File: src/rtl/axis_rr_write_arbiter.sv
// -----------------------------------------------------------------------------
// axis_rr_write_arbiter
//
// Shares one AXI4-Stream write path among NUM_PORTS stream requesters.
// A round-robin arbiter picks one requester and locks onto it. The lock is
// released when that port delivers tlast, or when MAX_BEATS beats have been
// accepted (MAX_BEATS = 0 disables this limit). Accepted beats pass through
// a single registered output stage. The stage carries the source port index
// on m_axis_tid.
//
// Each new grant costs one arbitration cycle in IDLE. This gives a one-cycle
// bubble at every packet or forced-release boundary. Beats inside a grant
// stream at full rate.
//
// Ports
//   aclk            in   clock
//   aresetn         in   asynchronous active-low reset
//   s_axis_tdata    in   NUM_PORTS*AXIS_TDATA_WIDTH, port k at [k*W +: W]
//   s_axis_tvalid   in   NUM_PORTS, per-port valid
//   s_axis_tlast    in   NUM_PORTS, per-port end of packet
//   s_axis_tready   out  NUM_PORTS, one-hot (granted port) or zero
//   m_axis_tdata    out  AXIS_TDATA_WIDTH, registered output data
//   m_axis_tid      out  ID_WIDTH, source port of the output beat
//   m_axis_tlast    out  source tlast of the output beat (never forced)
//   m_axis_tvalid   out  output valid
//   m_axis_tready   in   downstream ready
//   sts_busy        out  high while a grant is held
//   sts_grant       out  ID_WIDTH, current or most recent grant
// -----------------------------------------------------------------------------
module axis_rr_write_arbiter #(
    parameter int NUM_PORTS        = 4,
    parameter int ID_WIDTH         = 2,
    parameter int AXIS_TDATA_WIDTH = 32,
    parameter int MAX_BEATS        = 0
) (
    input  logic                                  aclk,
    input  logic                                  aresetn,
    input  logic [NUM_PORTS*AXIS_TDATA_WIDTH-1:0] s_axis_tdata,
    input  logic [NUM_PORTS-1:0]                  s_axis_tvalid,
    input  logic [NUM_PORTS-1:0]                  s_axis_tlast,
    output logic [NUM_PORTS-1:0]                  s_axis_tready,
    output logic [AXIS_TDATA_WIDTH-1:0]           m_axis_tdata,
    output logic [ID_WIDTH-1:0]                   m_axis_tid,
    output logic                                  m_axis_tlast,
    output logic                                  m_axis_tvalid,
    input  logic                                  m_axis_tready,
    output logic                                  sts_busy,
    output logic [ID_WIDTH-1:0]                   sts_grant
);

    localparam logic [0:0]  ST_IDLE    = 1'b0;
    localparam logic [0:0]  ST_LOCKED  = 1'b1;

    localparam logic [15:0] BEAT_LIMIT = 16'(MAX_BEATS);
    localparam bit          LIMIT_EN   = (MAX_BEATS != 0);

    logic [0:0]                  state;
    logic [ID_WIDTH-1:0]         grant;
    logic [ID_WIDTH-1:0]         last_ptr;
    logic [15:0]                 beat_cnt;

    logic                        arb_found;
    logic [ID_WIDTH-1:0]         arb_sel;

    logic                        sel_valid;
    logic                        sel_last;
    logic [AXIS_TDATA_WIDTH-1:0] sel_data;

    logic                        out_space;
    logic                        beat_accept;
    logic                        limit_hit;
    logic                        grant_done;

    // -------------------------------------------------------------------------
    // Round-robin search. The first valid port after last_ptr wins. The port
    // served last is visited last, so it wins again only when it is the sole
    // requester. The nested loop keeps every select index constant.
    // -------------------------------------------------------------------------
    always_comb begin
        // NOTE: every signal driven here gets a default first, so no path
        // leaves it unassigned and no latch is inferred.
        arb_found = 1'b0;
        arb_sel   = '0;
        for (int i = 1; i <= NUM_PORTS; i++) begin
            for (int p = 0; p < NUM_PORTS; p++) begin
                if (!arb_found && s_axis_tvalid[p] &&
                    (p == (int'(last_ptr) + i) % NUM_PORTS)) begin
                    arb_found = 1'b1;
                    arb_sel   = ID_WIDTH'(p);
                end
            end
        end
    end

    // Mux the granted port's stream onto the internal select bus.
    always_comb begin
        sel_valid = 1'b0;
        sel_last  = 1'b0;
        sel_data  = '0;
        for (int p = 0; p < NUM_PORTS; p++) begin
            if (int'(grant) == p) begin
                sel_valid = s_axis_tvalid[p];
                sel_last  = s_axis_tlast[p];
                sel_data  = s_axis_tdata[p*AXIS_TDATA_WIDTH +: AXIS_TDATA_WIDTH];
            end
        end
    end

    // The output register can take a beat when it is empty or when it drains
    // in this cycle.
    assign out_space = ~m_axis_tvalid | m_axis_tready;

    always_comb begin
        s_axis_tready = '0;
        for (int p = 0; p < NUM_PORTS; p++) begin
            s_axis_tready[p] = (state == ST_LOCKED) && (int'(grant) == p) && out_space;
        end
    end

    assign beat_accept = (state == ST_LOCKED) && sel_valid && out_space;

    // The counter shows beats already taken. The beat being accepted now is
    // the MAX_BEATS-th beat when the counter equals MAX_BEATS-1.
    assign limit_hit   = LIMIT_EN && (beat_cnt == BEAT_LIMIT - 16'd1);
    assign grant_done  = beat_accept && (sel_last || limit_hit);

    // -------------------------------------------------------------------------
    // Grant FSM. The pointer resets to NUM_PORTS-1, so port 0 is searched
    // first after reset.
    // -------------------------------------------------------------------------
    always_ff @(posedge aclk or negedge aresetn) begin
        if (!aresetn) begin
            state    <= ST_IDLE;
            grant    <= '0;
            last_ptr <= ID_WIDTH'(NUM_PORTS - 1);
            beat_cnt <= '0;
        end else begin
            // NOTE: state registers are written with non-blocking assignments.
            // Every block triggered on this edge then reads pre-edge values.
            case (state)
                ST_IDLE: begin
                    if (arb_found) begin
                        grant <= arb_sel;
                        state <= ST_LOCKED;
                    end
                end
                ST_LOCKED: begin
                    if (grant_done) begin
                        last_ptr <= grant;
                        beat_cnt <= '0;
                        state    <= ST_IDLE;
                    end else if (beat_accept && LIMIT_EN && (beat_cnt != BEAT_LIMIT)) begin
                        beat_cnt <= beat_cnt + 16'd1;
                    end
                end
                default: state <= ST_IDLE;
            endcase
        end
    end

    // -------------------------------------------------------------------------
    // Output register. A new beat overwrites the register only when it has
    // space. Under a stall the register holds its value because s_axis_tready
    // is low at the same time. m_axis_tlast follows the source tlast only, so
    // a forced release shows downstream only as a change of m_axis_tid.
    // -------------------------------------------------------------------------
    always_ff @(posedge aclk or negedge aresetn) begin
        if (!aresetn) begin
            m_axis_tvalid <= 1'b0;
            m_axis_tdata  <= '0;
            m_axis_tid    <= '0;
            m_axis_tlast  <= 1'b0;
        end else if (beat_accept) begin
            m_axis_tvalid <= 1'b1;
            m_axis_tdata  <= sel_data;
            m_axis_tid    <= grant;
            m_axis_tlast  <= sel_last;
        end else if (m_axis_tready) begin
            m_axis_tvalid <= 1'b0;
        end
    end

    assign sts_busy  = (state == ST_LOCKED);
    assign sts_grant = grant;

endmodule

File: config.mk
export PLATFORM = sky130hd
export DESIGN_NAME = axis_rr_write_arbiter
export DESIGN_NICKNAME = d
export VERILOG_FILES = /design/src/rtl/axis_rr_write_arbiter.sv
export SDC_FILE = /design/constraint.sdc
export NUM_CORES = 1
export LEC_CHECK = 0
export ABC_CLOCK_PERIOD_IN_PS = 1700
export CAP_MARGIN = 40
export CORE_ASPECT_RATIO = 2
export CORE_MARGIN = 1
export CORE_UTILIZATION = 33
export CTS_BUF_LIST = sky130_fd_sc_hd__clkbuf_8
export DETAILED_ROUTE_END_ITERATION = 8
export PLACE_DENSITY = 0.79
export SLEW_MARGIN = 0
export SYNTH_ARGS = -nofsm -noshare
export SYNTH_HDL_FRONTEND = slang
export SYNTH_SLANG_ARGS = --single-unit
File: constraint.sdc
create_clock -name aclk -period 1.7 [get_ports aclk]
set_clock_uncertainty 0.15 [all_clocks]
set_input_delay 0.255 -clock aclk [delete_from_list [all_inputs] [get_ports aclk]]
set_output_delay 0.255 -clock aclk [all_outputs]
set_load 0.1 [all_outputs]
# [Word level (Yosys, flattened, before mapping)]
# Index checks and enable logic that the tools add are counted.
[word_totals] ff_bits=41 inputBits=139 output_inout_bits=43
[op_classes] add_sub_neg=4 n_eq_ne=15 n_mux=48 n_bitwise=7 n_reduce_logical=69
[op_table] cell="$logic_not 32->1" n=4
[op_table] cell="$mux 32" n=4
[op_table] cell="$logic_and 1x1->1" n=42
[op_table] cell="$mux 1" n=29
[op_table] cell="$mux 2" n=14
[op_table] cell="$eq 3x3->1 const A" n=8
[op_table] cell="$logic_not 1->1" n=15
[op_table] cell="$eq 2x3->1 const A" n=4
[op_table] cell="$reduce_or 2->1" n=4
[op_table] cell="$add 2x1->2 const B" n=2
[op_table] cell="$add 2x2->2 const B" n=2
[op_table] cell="$and 1x1->1 const A" n=4
[op_table] cell="$eq 2x2->1 const B" n=2
[op_table] cell="$reduce_and 2->1" n=2
[op_table] cell="$eq 2x1->1 const B" n=1
[op_table] cell="$logic_not 2->1" n=1
[op_table] cell="$not 1->1" n=2
[op_table] cell="$pmux 1 s2" n=1
[op_table] cell="$reduce_bool 2->1" n=1
[op_table] cell="$or 1x1->1" n=1

# [Longest topological paths before layout]
# Gate-level depths: netlist (run 1).
[depth] depth_word=68 depth_mapped=5 depth_no_buf=3

# [Worst setup path after synthesis (run 1)]
# Ideal clock, no wire load.
[synth_timing] path_kind="reg-to-output" from="register grant[0], in the netlist sts_grant[0]" to="output s_axis_tready[1]" t_arrival_ps=3481 t_required_ps=1295 path_slack_ps=-2186 path_stages_with_launch=5 n_path_buf=2 path_cell_list="dfrtp_1 -> buf_6 -> buf_2 -> inv_1 -> nor3_1"
[synth_between] elab_chain_cells=3
[synth_lines] item="from (decl)" line_no="58" source="logic [ID_WIDTH-1:0] grant;"
[synth_lines] item="from (signal assigned)" line_no="143" source="grant <= arb_sel;"
[synth_lines] item="$eq 2x2->1" line_no="116" source="s_axis_tready[p] = (state == ST_LOCKED) && (int'(grant) == p) && out_space;"
[synth_lines] item="$logic_and 1x1->1 (2 in series)" line_no="116"
[synth_lines] item="to (decl)" line_no="41" source="output logic [NUM_PORTS-1:0] s_axis_tready,"
# Every way passes these cells.

# [Worst setup path in the final report (run 1)]
[layout_timing] from="register grant[0], in the netlist sts_grant[0]" to="register m_axis_tdata[17]"
[layout_between] elab_chain_cells=7
[layout_lines] item="$logic_not 2->1" line_no="101" source="if (int'(grant) == p) begin"
[layout_lines] item="$mux 1 (4 in series)" line_no="101"
[layout_lines] item="$logic_and 1x1->1 (2 in series)" line_no="120" source="assign beat_accept = (state == ST_LOCKED) && sel_valid && out_space;"
[layout_lines] item="to (signal assigned)" line_no="175" source="m_axis_tdata <= sel_data;"
[layout_lines] item="to (decl)" line_no="42" source="output logic [AXIS_TDATA_WIDTH-1:0] m_axis_tdata,"
# Parallel ways exist; a longest one is shown, timed or not.
# A chain may end at the register's enable or synchronous reset.

==> flow_summary.ini, run 1 <==
[drt]
via_per_inst = 5.18
drt-total-wl_mm = 9.50
routedWlPerCell_um = 20.7
dr.pass1.iters = 4
drcViolationCount = 0
dr.first_iter.drc_count = 76
ant_nets = 0
vias = 2376

[global_route]
grt_pass1_vias = 2603
antenna_found_initial = 0
grt_overflow = 0
grt_pass1_wl_mm = 14.5
grt_max_degree = 17
track_usage_pct = 23.5

[timing]
period_share_pct = 116
fmax_ghz = 0.506
min_period_ns = 1.98
tns_ns = -9.54
worst_slack_ns = -0.277
hold_violations = 0
slew_headroom_pct = 76.1
maxSlewViolCount = 0
worst_slew_pin_slew_ns = 0.359
rsz0062_at_grt = true
finalSetupViolations = 42

[finish]
drive_gt1_share_pct = 43.5
final_nets = 501
final_cell_mix = clkdlybuf4s50_1 (137), buf_12 (51), dfrtp_1 (35)
antenna-diode-count = 0
final_common_cell = clkdlybuf4s50_1
area.growth.synth_to_final_pct = 106

[place]
preCtsSetupSlack_ns = -0.531
io_buffers = 181
place_hpwl_mm = 7.57
gp_congestion = 0.835

[setup_path]
crit_required_ns = 1.74
cpPeakStageDelay_ns = 0.56
crit_arrival_ns = 2.01
path_max_fanout = 14
path_class = flop to flop
crit_chain = mux4_2 -> nand3_4 -> buf_12 -> mux2_4
start_kind = flop
worst_path_max_delay_cell = mux4_2
critPathTopFamily = multiplexers
endpoint_kind = flop
critical_path_buf_inv_count = 1

[logic_synthesis]
synth.avg_cell_area_um2 = 16.9
synth_top_cell_by_area = dfrtp_1
synthTopCellsByArea = dfrtp_1 (36%), mux4_2 (21%), mux2_4 (16%)
synth-seq-area-share_pct = 38.4
synth_seq_cells = 41
synth_cell_types = 34
syn_inst = 158
synthDominantCellAreaShare_pct = 36.5
yosysWarnings = 0
syn_nets = 297
synth_area_um2 = 2680

[clock_tree]
htreeDepth = 2
root_buffer = clkbuf_8
clkSinkCount = 41
cts_tree = yes
path_clk_slew_ns = 0.08
cts-buffers-inserted = 5
clockBufferDepth = 2
insertion_delay_ns = 0.29

[status]
violations = negative setup slack
status = finished with violations

[floorplan]
ioPinCount = 182
dieWidth_um = 65.7
rows = 46
dieArea_um2 = 8490
die_h_um = 129
start_util_pct = 33.9
core-area_um2 = 7890

[min_path]
min_path_type = input port to async pin

[power]
ir_drop_v = 0.00190
finalPower_uw = 13500
p_per_area_nw_per_um2 = 2450
p_leak_uw = 0.00235

[flow_run]
maxCapViolCount = 0
metrics by stage:
stage | hold WS [ns] | instances | area, um2 | utilization, %
after global routing | 0.265 | 459 | 5500 | 69.8
after floorplan | -0.191 | 158 | 2770 | -
final | 0.243 | 459 | 5500 | 69.8
after detailed placement | 0.0332 | 442 | 5170 | 65.6
after global placement | 0.0240 | 442 | 5170 | 65.6
after CTS | 0.254 | 459 | 5490 | 69.6
registers in the layout (all words and copies together), names as in the netlist:
| signal | cells |
|---|---|
| last_ptr | 2 |
| m_axis_tdata | 32 |
| m_axis_tid | 2 |
| m_axis_tlast | 1 |
| m_axis_tvalid | 1 |
| sts_busy | 1 |
| sts_grant | 2 |
synth_stat cells, drive strengths merged:
| master | count |
|---|---|
| a21boi | 1 |
| o41a | 1 |
| nand4 | 1 |
| nor2 | 4 |
| o21bai | 1 |
| clkbuf | 3 |
| o2bb2ai | 1 |
| o21a | 1 |
| dfstp | 2 |
| nand3 | 2 |
| inv | 2 |
| buf | 10 |
| a21bo | 1 |
| nor3 | 2 |
| or4 | 1 |
| dfrtp | 39 |
| a21oi | 2 |
| nand2 | 3 |
| mux4 | 34 |
| a41oi | 1 |
| a22oi | 1 |
| a31oi | 1 |
| mux2i | 1 |
| mux2 | 35 |
| nand2b | 2 |
| nor2b | 4 |
| o21ai | 1 |
| or3 | 1 |
cell type report:
class	instances	area, um2
clock inverter	2	33.8
tap	96	120
inverter	2	15.0
timing repair buffer	210	2600
clock buffer	6	82.6
sequential	41	1040
multi-input combinational	102	1610
fill	523	2380
timing repair:
item	4_1_cts	5_1_grt
pin swaps	2	3
hold endpoints to repair	27	0
endpoints found under the setup margin	42	44
resized for setup	24	5
buffers inserted	7	0
gates cloned	1	0
hold buffers	1	0
report_power, final:
| part | internal (uW) | total [uW] | switching (uW) |
|---|---|---|---|
| registers | 1550 | 2220 | 669 |
| clock network | 473 | 824 | 351 |
| logic | 4810 | 10500 | 5650 |
kinds of logic (layout without fill, tap and decap cells):
| logic type | Yosys count | count (layout) | synth area share, % |
|---|---|---|---|
| buffers and inverters | 15 | 220 | 4.91 |
| muxes | 70 | 70 | 48.9 |
| AOI/OAI and AO/OA | 12 | 12 | 3.37 |
| DFF | 41 | 41 | 38.4 |
| and+or+nand+nor | 20 | 20 | 4.35 |
per-layer routing:
layer / GRT usage, % / up-vias / routed length [um]
met4: 11.0 / 0 / 343
met5: 0 / - / 0
li1: - / 1048 / -
met1: 25.6 / 1182 / 3300
met2: 42.2 / 121 / 5360
met3: 4.58 / 25 / 493
worst reg2reg max path, cell delays in order (launching register included):
cell     delay, ns
dfrtp_4       0.47
mux4_2        0.56
nand3_4       0.17
buf_12        0.19
mux2_4        0.33
final timing paths:
check                             start                to  slack [ns]  depth (start not counted)
min in group aclk          m_axis_tlast      m_axis_tlast        0.43                          1
min                             aresetn      sts_grant[0]        0.24                          2
max reg2reg                sts_grant[0]  m_axis_tdata[17]       -0.28                          4
min reg2reg                m_axis_tlast      m_axis_tlast        0.43                          1
max                        sts_grant[0]  m_axis_tdata[17]       -0.28                          4
max in group asynchronous       aresetn   m_axis_tdata[9]        0.65                          3
Note: power is estimated with default switching activity, not from simulation.
==> inputs of run 2 (changes only) <==
Settings changed: CTS_BUF_LIST sky130_fd_sc_hd__clkbuf_8 to default.
==> flow_summary.ini, run 2 (synthesis results as in run 1) <==
[status]
status = finished with violations
violations = negative setup slack

[min_path]
min_path_type = input port to async pin

[setup_path]
endpoint_kind = flop
path_class = flop to flop
start_kind = flop
crit_chain = mux4_2 -> nand3_4 -> buf_12 -> mux2_4
rr_worst_depth = 4
cpPeakStageDelay_ns = 0.56
r2r_slack_ns = -0.28
worstReg2RegEnd = m_axis_tdata[17]
crit_arrival_ns = 1.99
r2r_start = sts_grant[0]
worst_path_max_delay_cell = mux4_2
path_max_fanout = 14
crit_required_ns = 1.71

[timing]
fmax_ghz = 0.505
maxSlewViolCount = 0
tns_ns = -9.43
min_period_ns = 1.98
finalSetupViolations = 43
period_share_pct = 116
rsz0062_at_grt = true
slew_headroom_pct = 75.8
worst_slack_ns = -0.280
hold_violations = 0
worst_slew_pin_slew_ns = 0.364

[power]
ir_drop_v = 0.00188
p_leak_uw = 0.00241
p_per_area_nw_per_um2 = 2480
finalPower_uw = 14000

[drt]
via_per_inst = 5.21
dr.first_iter.drc_count = 70
drt-total-wl_mm = 9.72
ant_nets = 0
drcViolationCount = 0
vias = 2417
routedWlPerCell_um = 20.9
dr.pass1.iters = 4

[finish]
final_common_cell = clkdlybuf4s50_1
post-route-util_pct = 71.4
drive_gt1_share_pct = 44.3
area.growth.synth_to_final_pct = 110
ff_latch_area_um2 = 1040
antenna-diode-count = 0
stdcell_area_um2 = 5630
final_nets = 506
multi_input_area_um2 = 1620
regMostFlops = m_axis_tdata
final_cell_mix = clkdlybuf4s50_1 (137), buf_12 (51), dfrtp_1 (35)
largest_reg_flops = 32
nFillCells = 500

[global_route]
grt_overflow = 0
grt_max_degree = 17
antenna_found_initial = 0
grt_pass1_vias = 2614
grt_pass1_wl_mm = 14.5
track_usage_pct = 23.5

[place]
preCtsSetupSlack_ns = -0.531
gp_congestion = 0.835
dpl_cell_area_um2 = 5170
place_hpwl_mm = 7.57
io_buffers = 181

[floorplan]
start_util_pct = 33.9
ioPinCount = 182
dieWidth_um = 65.7
die_h_um = 129
rows = 46
dieArea_um2 = 8490
core-area_um2 = 7890

[clock_tree]
insertion_delay_ns = 0.28
root_buffer = clkbuf_16
path_clk_slew_ns = 0.06
clkSinkCount = 41
clockBufferDepth = 2
cts_tree = yes
cts-buffers-inserted = 5
htreeDepth = 2

[flow_run]
maxCapViolCount = 0
run 2: worst max-delay path by stage:
stage | to | startpoint | cells after the start | slack, ns
floorplan | m_axis_tdata[10] | sts_grant[0] | 5 | -0.52
global placement | m_axis_tdata[0] | s_axis_tvalid[0] | 5 | -0.48
detailed placement | m_axis_tdata[29] | s_axis_tvalid[0] | 5 | -0.53
CTS | last_ptr[0] | sts_grant[0] | 4 | -0.28
global route | m_axis_tdata[17] | sts_grant[0] | 4 | -0.31
finish | m_axis_tdata[17] | sts_grant[0] | 4 | -0.28
run 2: worst max-delay path: cells and delay by family (launching register included):
family                 cells  cell delay, ns
buffers and inverters      1            0.18
flip-flops                 1            0.47
multiplexers               2            0.88
AND/OR/NAND/NOR            1            0.17
run 2: per-stage QoR:
stage	instances	hold WS (ns)
2_1_floorplan	158	-0.191
3_3_place_gp	442	0.0240
3_5_place_dp	442	0.0332
4_1_cts	460	0.278
5_1_grt	464	0.294
6_report	464	0.264
run 2: layout make-up:
class,count,area share (%)
flip-flops and latches,41,18.5
clock buffers,7,2.54
clock inverters,1,0.534
inverters,2,0.267
multi-input cells,102,28.8
well taps,96,2.13
repair buffers,215,47.3
run 2: metal layers:
layer  vias to the layer above  GRT usage (%)  wire, um  part of all wire (%)
met1                      1212           25.4      3380                    35
li1                       1061              -         -                     -
met3                        26           4.14       494                   5.1
met2                       118           42.7      5440                    56
met4                         0           11.4       396                   4.1
met5                         -              0         0                     0
run 2: power by group:
group	internal [uW]	total [uW]	switching, uW
Clock	734	1110	379
Sequential	1550	2230	673
Combinational	4920	10600	5700
run 2: timing repair:
| item | in CTS | in global routing |
|---|---|---|
| hold endpoints to repair | 11 | 0 |
| hold buffers | 1 | 0 |
| resized for setup | 26 | 5 |
| cloned | 1 | 1 |
| pin swaps | 2 | 4 |
| buffers inserted | 8 | 3 |
| setup endpoints to repair | 42 | 44 |
==> inputs of run 3 (changes only) <==
Settings changed: SKIP_CTS_REPAIR_TIMING from default to 1.
==> flow_summary.ini, run 3 (synthesis results as in run 1) <==
[status]
status = finished with violations
violations = negative setup slack

[finish]
final_cell_mix = clkdlybuf4s50_1 (137), buf_12 (49), dfrtp_1 (35)
drive_gt1_share_pct = 43.8
ff_latch_area_um2 = 1040
largest_reg_flops = 32
stdcell_area_um2 = 5590
area.growth.synth_to_final_pct = 109
final_nets = 506
final_common_cell = clkdlybuf4s50_1
multi_input_area_um2 = 1610
antenna-diode-count = 0
regMostFlops = m_axis_tdata
nFillCells = 512

[setup_path]
r2r_start = sts_grant[0]
start_kind = flop
path_max_fanout = 5
crit_required_ns = 1.29
cpMostUsedCell = buf_12
cpPeakStageDelay_ns = 0.50
crit_start = sts_grant[0]
crit_arrival_ns = 1.57
worst_path_max_delay_cell = dfrtp_4
endpoint_kind = output pin
path_class = flop to output pin
crit_chain = buf_4 -> buf_12 -> buf_8 -> nor3_4 -> buf_12

[place]
place_hpwl_mm = 7.57
io_buffers = 181
gp_congestion = 0.835
dpl_cell_area_um2 = 5170

[clock_tree]
clkSinkCount = 41
root_buffer = clkbuf_16
path_clk_slew_ns = 0.06
cts_tree = yes
cts-buffers-inserted = 5
insertion_delay_ns = 0.28
htreeDepth = 2
clockBufferDepth = 2

[global_route]
grt_pass1_wl_mm = 13.9
grt_overflow = 0
grt_pass1_vias = 2570
track_usage_pct = 22.4
grt_max_degree = 21
antenna_found_initial = 0

[timing]
min_period_ns = 1.97
rsz0062_at_grt = true
fmax_ghz = 0.508
hold_ws_ns = 0.269
maxSlewViolCount = 0
tns_ns = -9.08
hold_violations = 0
finalSetupViolations = 42
worst_slack_ns = -0.270
slew_headroom_pct = 75.7
worst_slew_pin_slew_ns = 0.364
period_share_pct = 116

[drt]
routedWlPerCell_um = 20.5
ant_nets = 0
dr.pass1.iters = 4
via_per_inst = 5.10
vias = 2366
drcViolationCount = 0
dr.first_iter.drc_count = 79
drt-total-wl_mm = 9.49

[floorplan]
dieWidth_um = 65.7
start_util_pct = 33.9
die_h_um = 129
core-area_um2 = 7890
rows = 46
dieArea_um2 = 8490
ioPinCount = 182

[power]
pwr-share-seq_pct = 16.0
switching_power_uw = 6690
p_leak_uw = 0.00240
p_sw_share_pct = 48.3
finalPower_uw = 13800
pwr-share-comb_pct = 76.0
ir_drop_v = 0.00190
internal_power_uw = 7150
clockPowerShare_pct = 8.0
p_per_area_nw_per_um2 = 2480

[min_path]
min_path_type = input port to async pin

[flow_run]
maxCapViolCount = 0
## run 3: worst paths after layout
kind                                    end  slack [ns]  cells after the start
setup / recovery           s_axis_tready[0]       -0.27                      5
hold / removal              m_axis_tdata[1]        0.27                      2
setup reg to reg           m_axis_tdata[17]       -0.26                      4
hold reg to reg                m_axis_tlast        0.42                      1
max in group asynchronous  m_axis_tdata[15]        0.62                      3
min in group aclk              m_axis_tlast        0.42                      1
## run 3: power by group through the flow
stage          combinational [uW]  clock [uW]  sequential [uW]
6_report                    10500        1110             2210
5_1_grt                     10900        1170             2280
4_1_cts                      9930        1120             2210
3_5_place_dp                 9910           0             2210
3_3_place_gp                 9790           0             2200
2_1_floorplan                3430           0             5310
## run 3: through the flow
step / instances / worst slack, ns / util [%]
2_1_floorplan: 158 / -0.519 / -
3_3_place_gp: 442 / -0.484 / 65.6
3_5_place_dp: 442 / -0.531 / 65.6
4_1_cts: 450 / -0.466 / 67.7
5_1_grt: 464 / -0.323 / 70.8
6_report: 464 / -0.270 / 70.8
## run 3: critical path: cells and delay by family (launching register included)
kind | cells | cell delay [ns]
buffers and inverters | 4 | 0.59
DFF | 1 | 0.50
and+or+nand+nor | 1 | 0.19
## run 3: layer usage
layer	up-vias	wire length, um	GRT usage [%]
li1	1057	-	-
met1	1172	3200	23.8
met2	113	5410	40.5
met3	24	512	4.23
met4	0	373	11.8
met5	-	0	0
## run 3: area by class of cell
| class | instances | area share, % |
|---|---|---|
| Timing Repair Buffer | 215 | 47.2 |
| Multi-Input combinational cell | 102 | 28.8 |
| Sequential cell | 41 | 18.6 |
| Clock buffer | 7 | 2.55 |
| Tap cell | 96 | 2.15 |
| Clock inverter | 1 | 0.538 |
| Inverter | 2 | 0.134 |
